[src/rtl/tx_ctrl_sequencer.sv]
// C-PHY transmit lane control sequencer: walks the LP line through Stop / HS-Request /
// Bridge / LP-Request, hands the lane to the HS serializer and holds HS trail on exit.
module tx_ctrl_sequencer #(
    parameter int unsigned T_HS_RQST  = 3,
    parameter int unsigned T_BRIDGE   = 5,
    parameter int unsigned T_TRAIL    = 4,
    parameter int unsigned T_LP_RQST  = 3,
    parameter int unsigned T_STOP_MIN = 2
) (
    input  logic       clk,
    input  logic       rst_n,
    input  logic       HsReq,
    input  logic       LpReq,
    output logic       LpA,
    output logic       LpB,
    output logic       LpC,
    output logic       LpOe,
    output logic       HsEn,
    output logic       TxReadyHS,
    output logic       LpDone,
    output logic [1:0] CtrlCode
);

    localparam logic [7:0] LD_HS_RQST  = 8'(T_HS_RQST - 1);
    localparam logic [7:0] LD_BRIDGE   = 8'(T_BRIDGE - 1);
    localparam logic [7:0] LD_TRAIL    = 8'(T_TRAIL - 1);
    localparam logic [7:0] LD_LP_RQST  = 8'(T_LP_RQST - 1);
    localparam logic [7:0] LD_STOP_MIN = 8'(T_STOP_MIN - 1);

    localparam logic [2:0] ABC_STOP    = 3'b111;
    localparam logic [2:0] ABC_HS_RQST = 3'b001;
    localparam logic [2:0] ABC_BRIDGE  = 3'b000;
    localparam logic [2:0] ABC_LP_RQST = 3'b100;

    localparam logic [1:0] CODE_STOP    = 2'b00;
    localparam logic [1:0] CODE_HS_RQST = 2'b01;
    localparam logic [1:0] CODE_BRIDGE  = 2'b10;
    localparam logic [1:0] CODE_LP_RQST = 2'b11;

    typedef enum logic [2:0] {
        ST_STOP,
        ST_HS_RQST,
        ST_BRIDGE,
        ST_HS_ACTIVE,
        ST_HS_TRAIL,
        ST_LP_RQST
    } state_t;

    state_t     r_state;
    state_t     w_state_next;
    logic [7:0] r_cnt;
    logic [7:0] w_cnt_next;
    logic [7:0] w_cnt_dec;
    logic       w_cnt_zero;
    logic       w_lp_done_next;

    logic [2:0] r_abc;
    logic       r_lp_oe;
    logic       r_hs_en;
    logic       r_tx_ready;
    logic       r_lp_done;
    logic [1:0] r_ctrl_code;

    assign w_cnt_zero = (r_cnt == 8'd0);
    assign w_cnt_dec  = w_cnt_zero ? 8'd0 : (r_cnt - 8'd1);

    // Dropped requests win over timer expiry so an abort never leaks into the next state.
    always_comb begin
        w_state_next   = r_state;
        w_cnt_next     = w_cnt_dec;
        w_lp_done_next = 1'b0;
        case (r_state)
            ST_STOP: begin
                if (w_cnt_zero && HsReq) begin
                    w_state_next = ST_HS_RQST;
                    w_cnt_next   = LD_HS_RQST;
                end else if (w_cnt_zero && LpReq) begin
                    w_state_next = ST_LP_RQST;
                    w_cnt_next   = LD_LP_RQST;
                end
            end
            ST_HS_RQST: begin
                if (!HsReq) begin
                    w_state_next = ST_STOP;
                    w_cnt_next   = LD_STOP_MIN;
                end else if (w_cnt_zero) begin
                    w_state_next = ST_BRIDGE;
                    w_cnt_next   = LD_BRIDGE;
                end
            end
            ST_BRIDGE: begin
                if (!HsReq) begin
                    w_state_next = ST_STOP;
                    w_cnt_next   = LD_STOP_MIN;
                end else if (w_cnt_zero) begin
                    w_state_next = ST_HS_ACTIVE;
                    w_cnt_next   = 8'd0;
                end
            end
            ST_HS_ACTIVE: begin
                if (!HsReq) begin
                    w_state_next = ST_HS_TRAIL;
                    w_cnt_next   = LD_TRAIL;
                end
            end
            ST_HS_TRAIL: begin
                if (w_cnt_zero) begin
                    w_state_next = ST_STOP;
                    w_cnt_next   = LD_STOP_MIN;
                end
            end
            ST_LP_RQST: begin
                if (!LpReq) begin
                    w_state_next = ST_STOP;
                    w_cnt_next   = LD_STOP_MIN;
                end else if (w_cnt_zero) begin
                    w_state_next   = ST_STOP;
                    w_cnt_next     = LD_STOP_MIN;
                    w_lp_done_next = 1'b1;
                end
            end
            default: begin
                w_state_next = ST_STOP;
                w_cnt_next   = LD_STOP_MIN;
            end
        endcase
    end

    // Outputs are decoded from the next state so they change on the same edge as the state.
    always_ff @(posedge clk) begin
        if (!rst_n) begin
            r_state     <= ST_STOP;
            r_cnt       <= 8'd0;
            r_abc       <= ABC_STOP;
            r_lp_oe     <= 1'b1;
            r_hs_en     <= 1'b0;
            r_tx_ready  <= 1'b0;
            r_lp_done   <= 1'b0;
            r_ctrl_code <= CODE_STOP;
        end else begin
            r_state   <= w_state_next;
            r_cnt     <= w_cnt_next;
            r_lp_done <= w_lp_done_next;
            case (w_state_next)
                ST_HS_RQST: begin
                    r_abc       <= ABC_HS_RQST;
                    r_lp_oe     <= 1'b1;
                    r_hs_en     <= 1'b0;
                    r_tx_ready  <= 1'b0;
                    r_ctrl_code <= CODE_HS_RQST;
                end
                ST_BRIDGE: begin
                    r_abc       <= ABC_BRIDGE;
                    r_lp_oe     <= 1'b1;
                    r_hs_en     <= 1'b0;
                    r_tx_ready  <= 1'b0;
                    r_ctrl_code <= CODE_BRIDGE;
                end
                ST_HS_ACTIVE: begin
                    r_abc       <= ABC_BRIDGE;
                    r_lp_oe     <= 1'b0;
                    r_hs_en     <= 1'b1;
                    r_tx_ready  <= 1'b1;
                    r_ctrl_code <= CODE_STOP;
                end
                ST_HS_TRAIL: begin
                    r_abc       <= ABC_BRIDGE;
                    r_lp_oe     <= 1'b0;
                    r_hs_en     <= 1'b1;
                    r_tx_ready  <= 1'b0;
                    r_ctrl_code <= CODE_STOP;
                end
                ST_LP_RQST: begin
                    r_abc       <= ABC_LP_RQST;
                    r_lp_oe     <= 1'b1;
                    r_hs_en     <= 1'b0;
                    r_tx_ready  <= 1'b0;
                    r_ctrl_code <= CODE_LP_RQST;
                end
                default: begin
                    r_abc       <= ABC_STOP;
                    r_lp_oe     <= 1'b1;
                    r_hs_en     <= 1'b0;
                    r_tx_ready  <= 1'b0;
                    r_ctrl_code <= CODE_STOP;
                end
            endcase
        end
    end

    assign LpA       = r_abc[2];
    assign LpB       = r_abc[1];
    assign LpC       = r_abc[0];
    assign LpOe      = r_lp_oe;
    assign HsEn      = r_hs_en;
    assign TxReadyHS = r_tx_ready;
    assign LpDone    = r_lp_done;
    assign CtrlCode  = r_ctrl_code;

endmodule

[config.mk]
export PLATFORM = sky130hd
export DESIGN_NAME = tx_ctrl_sequencer
export DESIGN_NICKNAME = d
export VERILOG_FILES = /design/src/rtl/tx_ctrl_sequencer.sv
export SDC_FILE = /design/constraint.sdc
export NUM_CORES = 1
export LEC_CHECK = 0
export BUFFER_PORTS_ARGS = -buffer_cell sky130_fd_sc_hd__buf_2
export CAP_MARGIN = 20
export CORE_MARGIN = 2
export CORE_UTILIZATION = 59
export CTS_CLUSTER_DIAMETER = 50
export DETAILED_ROUTE_END_ITERATION = 6
export GPL_ROUTABILITY_DRIVEN = 0
export PLACE_DENSITY = 0.82
export SLEW_MARGIN = 20
export SYNTH_ARGS = -nofsm -noshare
export SYNTH_HDL_FRONTEND = slang
export SYNTH_SLANG_ARGS = --single-unit
[constraint.sdc]
create_clock -name clk -period 3 [get_ports clk]
set_input_delay 0 -clock clk [delete_from_list [all_inputs] [get_ports clk]]
set_output_delay 0 -clock clk [all_outputs]
set_load 0.005 [all_outputs]
# Yosys cells after proc, flatten, opt, wreduce, memory -nomap -nowiden

Index checks and enable logic that the tools add are counted.
Widths: inputs -> output; s select.

Bits in writable memories: 0
Bits of input ports: 4
Memory bits (read-only): 0
Bits in latches: 0
Output and inout bits: 9
Bits in registers: 20
Memories kept: 0
Word-level logic and storage cells: 53

Mux-type cells: 27
Add/sub/neg operators: 1
Reductions and logical operators: 7
Shifts and indexed selects: 0
Bitwise gates (word level): 0
Eq/ne operators: 10
$mul: 0
$lt $le $gt $ge: 0
Divide/modulo/power cells: 0

Operators with widths:

| cell                | number |
|---|---|
| $mux 8              | 10 |
| $pmux 8 s6          | 1 |
| $mux 3              | 9 |
| $pmux 3 s6          | 1 |
| $eq 3x2->1 const B  | 4 |
| $eq 3x3->1 const B  | 4 |
| $pmux 3 s3          | 1 |
| $logic_not 8->1     | 1 |
| $sub 8x1->8 const B | 1 |
| $eq 3x1->1 const B  | 2 |
| $pmux 2 s3          | 1 |
| $mux 1              | 4 |
| $logic_not 3->1     | 1 |
| $reduce_and 3->1    | 1 |
| $reduce_or 3->1     | 1 |
| $logic_and 1x1->1   | 2 |
| $reduce_or 2->1     | 1 |

# Logic depth before layout (Yosys ltp)

Gate-level depths: netlist of the first run.

Depth after elaboration: 8
Gate-level depth with buffers: 7
Mapped depth without buffers: 6

# Worst setup path before layout of the first run

Ideal clock, no wire load.

Path kind: reg-to-reg
From: reg r_cnt[2]
To: reg r_abc[2]
Required time: 2.877 ns
Path buffers: 0
Slack: 1.534 ns
Arrival time: 1.344 ns
Library setup time: 0.123 ns
Cell stages (with the launch flop): 6
Clock period less this slack: 1.466 ns
Cell sequence: dfxtp_1 > nor4_4 > nand3_4 > mux2i_4 > nand2_1 > a2bb2oi_2

Longest elaborated chain between the ends: 8
Elaborated cells on any way between the ends: 19
Classes of those cells: 5 x eq/ne; 10 x mux; 4 x reduce/logical

RTL lines:

| element                                         | RTL line | source |
|---|---|---|
| from (decl)                                     | 51       | `logic [7:0] r_cnt;` |
| from (signal assigned)                          | 142      | `r_cnt <= w_cnt_next;` |
| $logic_not 8->1 *                               | 64       | `assign w_cnt_zero = (r_cnt == 8'd0);` |
| $logic_and 1x1->1                               | 77       | `end else if (w_cnt_zero && LpReq) begin` |
| $mux 3                                          | 77       |  |
| $mux 3                                          | 74       | `if (w_cnt_zero && HsReq) begin` |
| $pmux 3 s6 *                                    | 72       | `case (r_state)` |
| $eq 3x2->1 / $eq 3x3->1 (equally long branches) | 144      | `case (w_state_next)` |
| $reduce_or 3->1 (no source line)                | --       |  |
| $pmux 3 s3 *                                    | 144      |  |
| to (signal assigned)                            | 146      | `r_abc <= ABC_HS_RQST;` |
| to (signal assigned)                            | 153      | `r_abc <= ABC_BRIDGE;` |
| to (signal assigned)                            | 160      | `r_abc <= ABC_BRIDGE;` |
| to (decl)                                       | 57       | `logic [2:0] r_abc;` |

Mark *: on every way between the ends. The rest lies on a longest branch, timed or not.
A chain may end at the register's enable or synchronous reset.

# Worst setup path in the final report of the first run

From: reg r_state[2]
To: reg r_abc[2]

Longest elaborated chain between the ends: 6
Elaborated cells on any way between the ends: 23
Classes of those cells: 10 x eq/ne; 11 x mux; 2 x reduce/logical

RTL lines:

| element                                         | RTL line | source |
|---|---|---|
| from (decl)                                     | 49       | `state_t r_state;` |
| from (signal assigned)                          | 141      | `r_state <= w_state_next;` |
| $mux 3, on equally long branches (2 in series)  | --       |  |
| $pmux 3 s6 *                                    | 72       |  |
| $eq 3x2->1 / $eq 3x3->1 (equally long branches) | 144      |  |
| $reduce_or 3->1 (no source line)                | --       |  |
| $pmux 3 s3 *                                    | 144      |  |

Marked as above.

==> run metrics, run 1 <==
global-route wire length before repair=3298 µm; total power draw=1.247 mW; layout cells sized above 1=a little under a fifth; Yosys reg bits=20; syn_nets=117; status=finished, final reports clean; CP endpoint kind=register; asr flop ratio synth=0%; pwr dens=1135 nW/µm²; post-synthesis sequential area ratio=between 30 and 40%; wire length per cell=14.17 µm; Int Power=between 0.7 and 0.8 mW; CTS Buffer Depth=2; layout net count=128; YS warnings=0; vias in the first global route=778; Inst Count DP=132; DR vias/cell=6.117; worst clock skew=0.005119 ns; CTS root buf=clkbuf_4; cell area after layout=1099 µm²; combinational group share of total power=46.8%; pin count of the biggest net entering global routing=19; Post-DRT Antenna Nets=0; Flop pwr share=a little over a third; Post-Synthesis Cells=between 100 and 150; DRC errors left=0; Post-Synth Adder-Cell Area=about 2.5%; Commonest cells post-synth=dfxtp_1 (20), nor2_1 (12), a21oi_1 (11); post-route insts no fill=roughly 140; H-Tree Depth=1; Worst R2R Start=r_state[2]; dpl cell area=1036 µm²; Total GRT Usage=a little over a fifth; most frequent cell after synthesis=dfxtp_1; Compound-Gate Fraction of Synth Area=20.69%; Die Span Y=45.50 µm; P_sw=0.4927 mW; mux contribution to synthesized area=under 10%; Worst-Margin Slew=0.5682 ns; fin util=70.47%; final setup vio count=0; CP Launch Type=register; initial core utilization=65.17%; headroom to the max-slew limit=62.07%; ant diodes=0; Syn Area/Cell=9.153 µm²; Net Sw Frac=39.51%; share of total power in the clock network=17.6%; RSZ-0062 raised after global routing=no; Cell variety after synth=38; Hold Crit Class=in2reg; hold path endpoint=LpDone; P_leak=0.4713 nW; CTS buffer count=3; CTS tree=yes; Place WS=1.335 ns; Critical R2R Capture=r_abc[2]; Synth top area share=39.41%; FILL cells=121; DIE AREA=roughly 2100 µm²; Detailed Place HPWL=1349 µm; crit path time final=around 1.7 ns; Synth-to-Final Area Change=8.128%; Rows=14; Max-cap violations=0; worst endpoint data arrival time=1.90 ns; Ports=13; setup TNS=0 ns; initial antenna violation count=0; Synth area leader=dfxtp_1; # port buffers=12; Clk Latency, worst-skew pair=0.31 ns; post_cts resized=0; Post-synth top flop=dfxtp_1; Worst R2R Setup Slack=1.30 ns; Final WS setup=1.303 ns; vias=about 840; Worst Reg-to-Reg Cells=5; first drt pass iteration count=4; WS Path Type=reg2reg; Die Span X=approximately 45 µm; worst hold slack=0.009412 ns; grt ovf=0; final worst-path cycle share=a little under three fifths; worst endpoint required time=3.21 ns; Mapped Area=1016 µm²; XOR/XNOR share of the synthesized area=under 10%; CP Max Fanout=18; Final Hold Fails=0; Post-synth EDFFs=0; simple-gate area share of the yosys netlist=22.78%; FMAX=589.4 MHz; hold depth=3; top area cells in the synthesized netlist=dfxtp_1 (39%), a21oi_1 (5.4%), nor2_1 (4.4%), o21ai_0 (3.4%), buf_4 (3.0%); DR iter-0 viols=23; Hold Crit Start=LpReq; Reg clk slew, reported paths=0.11 ns; VDD IR max=~550 µV; # clock sinks=20; Pins Over Slew Limit=0; DRT Wirelength=1941 µm; largest family of logic cells by synthesized area=simple AND/OR/NAND/NOR gates; core area=1559 µm²
-- timing repair --
item / 4_1_cts / 5_1_grt
buffers inserted: 0 / 0
endpoints found under the hold margin: 3 / 0
hold buffers: 1 / 0
-- cell usage in the layout, fill, tap and decap left out, drive strengths merged, types with 2 or more instances in the layout --
master,n
nand2b,2
inv,6
ha,2
nand3,4
o211ai,2
o21a,2
clkbuf,3
and3,2
xor2,2
nor2,12
nor4,4
nor2b,2
a21oi,11
xnor2,3
buf,12
o21ai,8
nand2,6
dfxtp,20
-- sequential cells by signal (all words and copies together), names as in the netlist --
name       cells
LpDone         1
LpOe           1
r_state        3
r_cnt          8
CtrlCode       2
HsEn           1
TxReadyHS      1
r_abc          3
-- critical path, cell delays in order, from the launching register on --
cell       delay [ns]
dfxtp_1          0.70
and3b_1          0.24
o21ai_0          0.12
mux2i_4          0.24
nand2_1          0.14
a2bb2oi_2        0.17
-- power by group through the flow --
| stage | Combinational [mW] | Sequential [mW] | Clock (mW) |
|---|---|---|---|
| after floorplan | 0.519 | 0.422 | 0 |
| after global placement | 0.564 | 0.445 | 0 |
| after detailed placement | 0.576 | 0.449 | 0 |
| after CTS | 0.588 | 0.444 | 0.223 |
| after global routing | 0.655 | 0.456 | 0.233 |
| final | 0.584 | 0.444 | 0.219 |
-- per-layer routing --
layer,vias up,part of all wire (%),global-route usage (%)
li1,409,-,-
met1,394,40,26.60
met2,30,53,37.46
met3,5,4.9,2.381
met4,0,2.0,10.59
met5,-,0,0
-- worst max-delay path by stage --
stage | from | slack (ns) | depth (start not counted) | endpoint
2_1_floorplan | r_cnt[2] | 1.53 | 5 | r_abc[2]
3_3_place_gp | r_state[2] | 1.33 | 5 | r_abc[2]
3_5_place_dp | r_state[2] | 1.33 | 5 | r_abc[2]
4_1_cts | r_state[2] | 1.31 | 5 | CtrlCode[1]
5_1_grt | r_state[2] | 1.18 | 5 | r_abc[2]
6_report | r_state[2] | 1.30 | 5 | r_abc[2]
-- layout make-up --
type / count / area, µm² / share of cell area [%]
multi-input cells: 78 / 533.0 / 48.52
clock buffers: 3 / 22.52 / 2.050
clock inverters: 1 / 30.03 / 2.733
flip-flops and latches: 20 / 400.4 / 36.45
well taps: 16 / 20.02 / 1.822
inverters: 6 / 22.52 / 2.050
repair buffers: 13 / 70.07 / 6.378
-- cells by family after synthesis --
family | after synthesis
AO/OA/AOI/OAI | 32
multiplexers | 1
XOR/XNOR | 5
adder cells (fa/ha/maj) | 2
flip-flops | 20
AND/OR/NAND/NOR | 38
buffers and inverters | 13
(Power assumes the default switching activity.)
==> run 2, diff against run 1 <==
--- a/config.mk
+++ b/config.mk
@@ -5,14 +5,15 @@
 export SDC_FILE = /design/constraint.sdc
 export NUM_CORES = 1
 export LEC_CHECK = 0
+export ABC_AREA = 1
 export BUFFER_PORTS_ARGS = -buffer_cell sky130_fd_sc_hd__buf_2
 export CAP_MARGIN = 20
 export CORE_MARGIN = 2
-export CORE_UTILIZATION = 59
+export CORE_UTILIZATION = 54
 export CTS_CLUSTER_DIAMETER = 50
 export DETAILED_ROUTE_END_ITERATION = 6
 export GPL_ROUTABILITY_DRIVEN = 0
-export PLACE_DENSITY = 0.82
+export PLACE_DENSITY = 0.76
 export SLEW_MARGIN = 20
 export SYNTH_ARGS = -nofsm -noshare
 export SYNTH_HDL_FRONTEND = slang
==> constraint.sdc (replaced) <==
create_clock -name clk -period 1.8 [get_ports clk]
set_input_delay 0 -clock clk [delete_from_list [all_inputs] [get_ports clk]]
set_output_delay 0 -clock clk [all_outputs]
set_load 0.005 [all_outputs]
==> run metrics, run 2 <==
Top reg by flops=r_cnt; Max-cap violations=0 (unchanged); ant diodes=0 (unchanged); Final WS setup=0.1866 ns (-1.117 ns); Syn Area/Cell=8.292 µm² (-9.4%); Place WS=0.2660 ns (-1.069 ns); core area=1708 µm² (+9.6%); DR iter-0 viols=20 (-13%); initial antenna violation count=0 (unchanged); DIE AREA=2168 µm² (+4.8%); commonest non-fill, non-tap cell in the layout=dfxtp_1; dpl cell area=1062 µm² (+2.5%); H-Tree Depth=1 (unchanged); layout net count=141 (+10%); most frequent cell after synthesis=dfxtp_1; initial core utilization=57.29% (-7.9 points); fin util=65.86% (-4.6 points); CP Launch Type=register; Post-synth top flop=dfxtp_1; CTS root buf=clkbuf_4; CTS buffer count=3 (unchanged); cts hold-fix bufs=1 (unchanged); top flop regs=r_cnt: 8 flops, r_abc: 3 flops, r_state: 3 flops; DR vias/cell=5.208 (-15%); Die Span X=46.57 µm (+2.4%); total power draw=2.037 mW (+63%); Post-DRT Antenna Nets=0 (unchanged); wire length per cell=11.60 µm (-18%); Commonest cells post-synth=dfxtp_1 (20), nand2_1 (14), nor2_1 (14); cell area after layout=1125 µm² (+2.4%); VDD IR max=853.1 µV (+56%); DRT Wirelength=1845 µm (-4.9%); Setup Buffers After CTS=0 (unchanged); grt ovf=0 (unchanged); CTS Buffer Depth=2 (unchanged); global-route wire length before repair=2980 µm (-9.6%); Cell variety after synth=30 (-21%); Largest register FFs=8 (unchanged); post-synthesis sequential area ratio=40.92% (+1.5 points); vias=828 (-1.2%); Synth-to-Final Area Change=14.96%; FILL cells=139 (+15%); Rows=15 (+1); vias in the first global route=721 (-7.3%); WS Path Type=reg2reg; worst endpoint required time=2.00 ns (-1.21 ns); pwr dens=1811 nW/µm² (+60%); Clk Latency, worst-skew pair=0.30 ns (about the same); asr flop ratio synth=0% (unchanged); worst endpoint data arrival time=1.82 ns (-0.08 ns); syn_nets=124 (+6.0%); first drt pass iteration count=4 (unchanged); post_cts resized=0 (unchanged); Ports=13 (unchanged); top area cells in the synthesized netlist=dfxtp_1 (41%), nand2_1 (5.4%), nor2_1 (5.4%), xor2_1 (4.5%), nand3_1 (4.1%); CP endpoint kind=register; Mapped Area=978.4 µm² (-3.7%); final worst-path cycle share=89.63% (+33 points); most frequent cells in the layout=dfxtp_1 (20), nor2_1 (14), nand2_1 (14); CP Max Fanout=9 (-9); Yosys reg bits=20 (unchanged); CTS tree=yes; Hold Crit Class=in2reg; setup TNS=0 ns (unchanged); worst clock skew=0.002975 ns (-0.002144 ns); Synth area leader=dfxtp_1; Post-synth EDFFs=0 (unchanged); Pins Over Slew Limit=0 (unchanged); DRC errors left=0 (unchanged); Post-Synthesis Cells=118 (+6.3%); status=finished, final reports clean; crit path time final=1.613 ns (-0.08335 ns); Synth top area share=40.92% (+1.5 points); RSZ-0062 raised after global routing=no; pin count of the biggest net entering global routing=13 (-6); P_leak=0.5200 nW (+10%); layout cells sized above 1=33.58% (+15 points); Reg clk slew, reported paths=0.11 ns (about the same); Total GRT Usage=19.84% (-1.9 points); Detailed Place HPWL=1375 µm (+1.9%); YS warnings=0 (unchanged); # clock sinks=20 (unchanged); final setup vio count=0 (unchanged); headroom to the max-slew limit=74.22% (+12 points); FMAX=619.8 MHz (+5.2%); Die Span Y=46.57 µm (+2.4%); # port buffers=12 (unchanged); Worst-Margin Slew=0.3844 ns (-0.1838 ns); Final Hold Fails=0 (unchanged)
==> run 2: changes by cell type after synthesis, sizes merged, moves of 3 or more <==
cell / before / now
buf: 6 / 1
nand2: 6 / 21
nor4: 4 / 0
inv: 6 / 16
nand3: 4 / 12
nor2: 12 / 19
a21oi: 11 / 1
xor2: 2 / 5
o21ai: 8 / 4
nand4: 0 / 4
==> run 2: power by group <==
| group | switching [mW] | leakage (nW) | internal (mW) | total (mW) |
|---|---|---|---|---|
| Sequential | 0.0952 | 0.164 | 0.577 | 0.672 |
| Combinational | 0.624 | 0.328 | 0.380 | 1.00 |
| Clock | 0.136 | 0.0279 | 0.225 | 0.361 |
| Total | 0.855 | 0.520 | 1.18 | 2.04 |
==> run 2: metal layers <==
| layer | vias up | part of all wire (%) | global-route usage (%) |
|---|---|---|---|
| met3 | 7 | 5.1 | 3.922 |
| met5 | - | 0 | 0 |
| met2 | 28 | 43 | 30.00 |
| met1 | 377 | 48 | 25.41 |
| li1 | 416 | - | - |
| met4 | 0 | 3.4 | 12.57 |
==> run 2: kinds of logic after synthesis <==
family,Yosys count,share of synthesized area (%)
AO/OA/AOI/OAI,12,9.591
XOR/XNOR,6,5.371
adder cells (fa/ha/maj),2,2.557
buffers and inverters,17,6.906
flip-flops,20,40.92
AND/OR/NAND/NOR,61,34.66
==> run 2: cell type report <==
type / count / area (µm²) / area share [%]
Clock buffer: 3 / 22.52 / 2.002
Clock inverter: 1 / 30.03 / 2.670
Inverter: 16 / 60.06 / 5.339
Multi-Input combinational cell: 81 / 510.5 / 45.38
Sequential cell: 20 / 400.4 / 35.60
Tap cell: 25 / 31.28 / 2.781
Timing Repair Buffer: 13 / 70.07 / 6.229
==> run 2: worst max-delay path, cell delays in order (launching register included) <==
cell	delay, ns
dfxtp_1	0.56
nand4_1	0.24
nand2_1	0.15
nand3_1	0.09
nand3_1	0.20
inv_1	0.09
nand3_1	0.11
nand3_1	0.07
==> run 2: final timing paths <==
check        cells after the start         to        from  slack (ns)
max                              7   r_abc[2]  r_state[2]        0.19
min                              3  TxReadyHS       HsReq        0.04
max reg2reg                      7   r_abc[2]  r_state[2]        0.19
min reg2reg                      2   r_cnt[7]    r_cnt[7]        0.55
==> run 2: per-stage QoR <==
step                hold WS [ns]  instances
floorplan                0.06974        118
global placement          0.2681        154
detailed placement        0.2709        154
CTS                      0.03730        159
global route             0.05378        159
finish                   0.04409        159
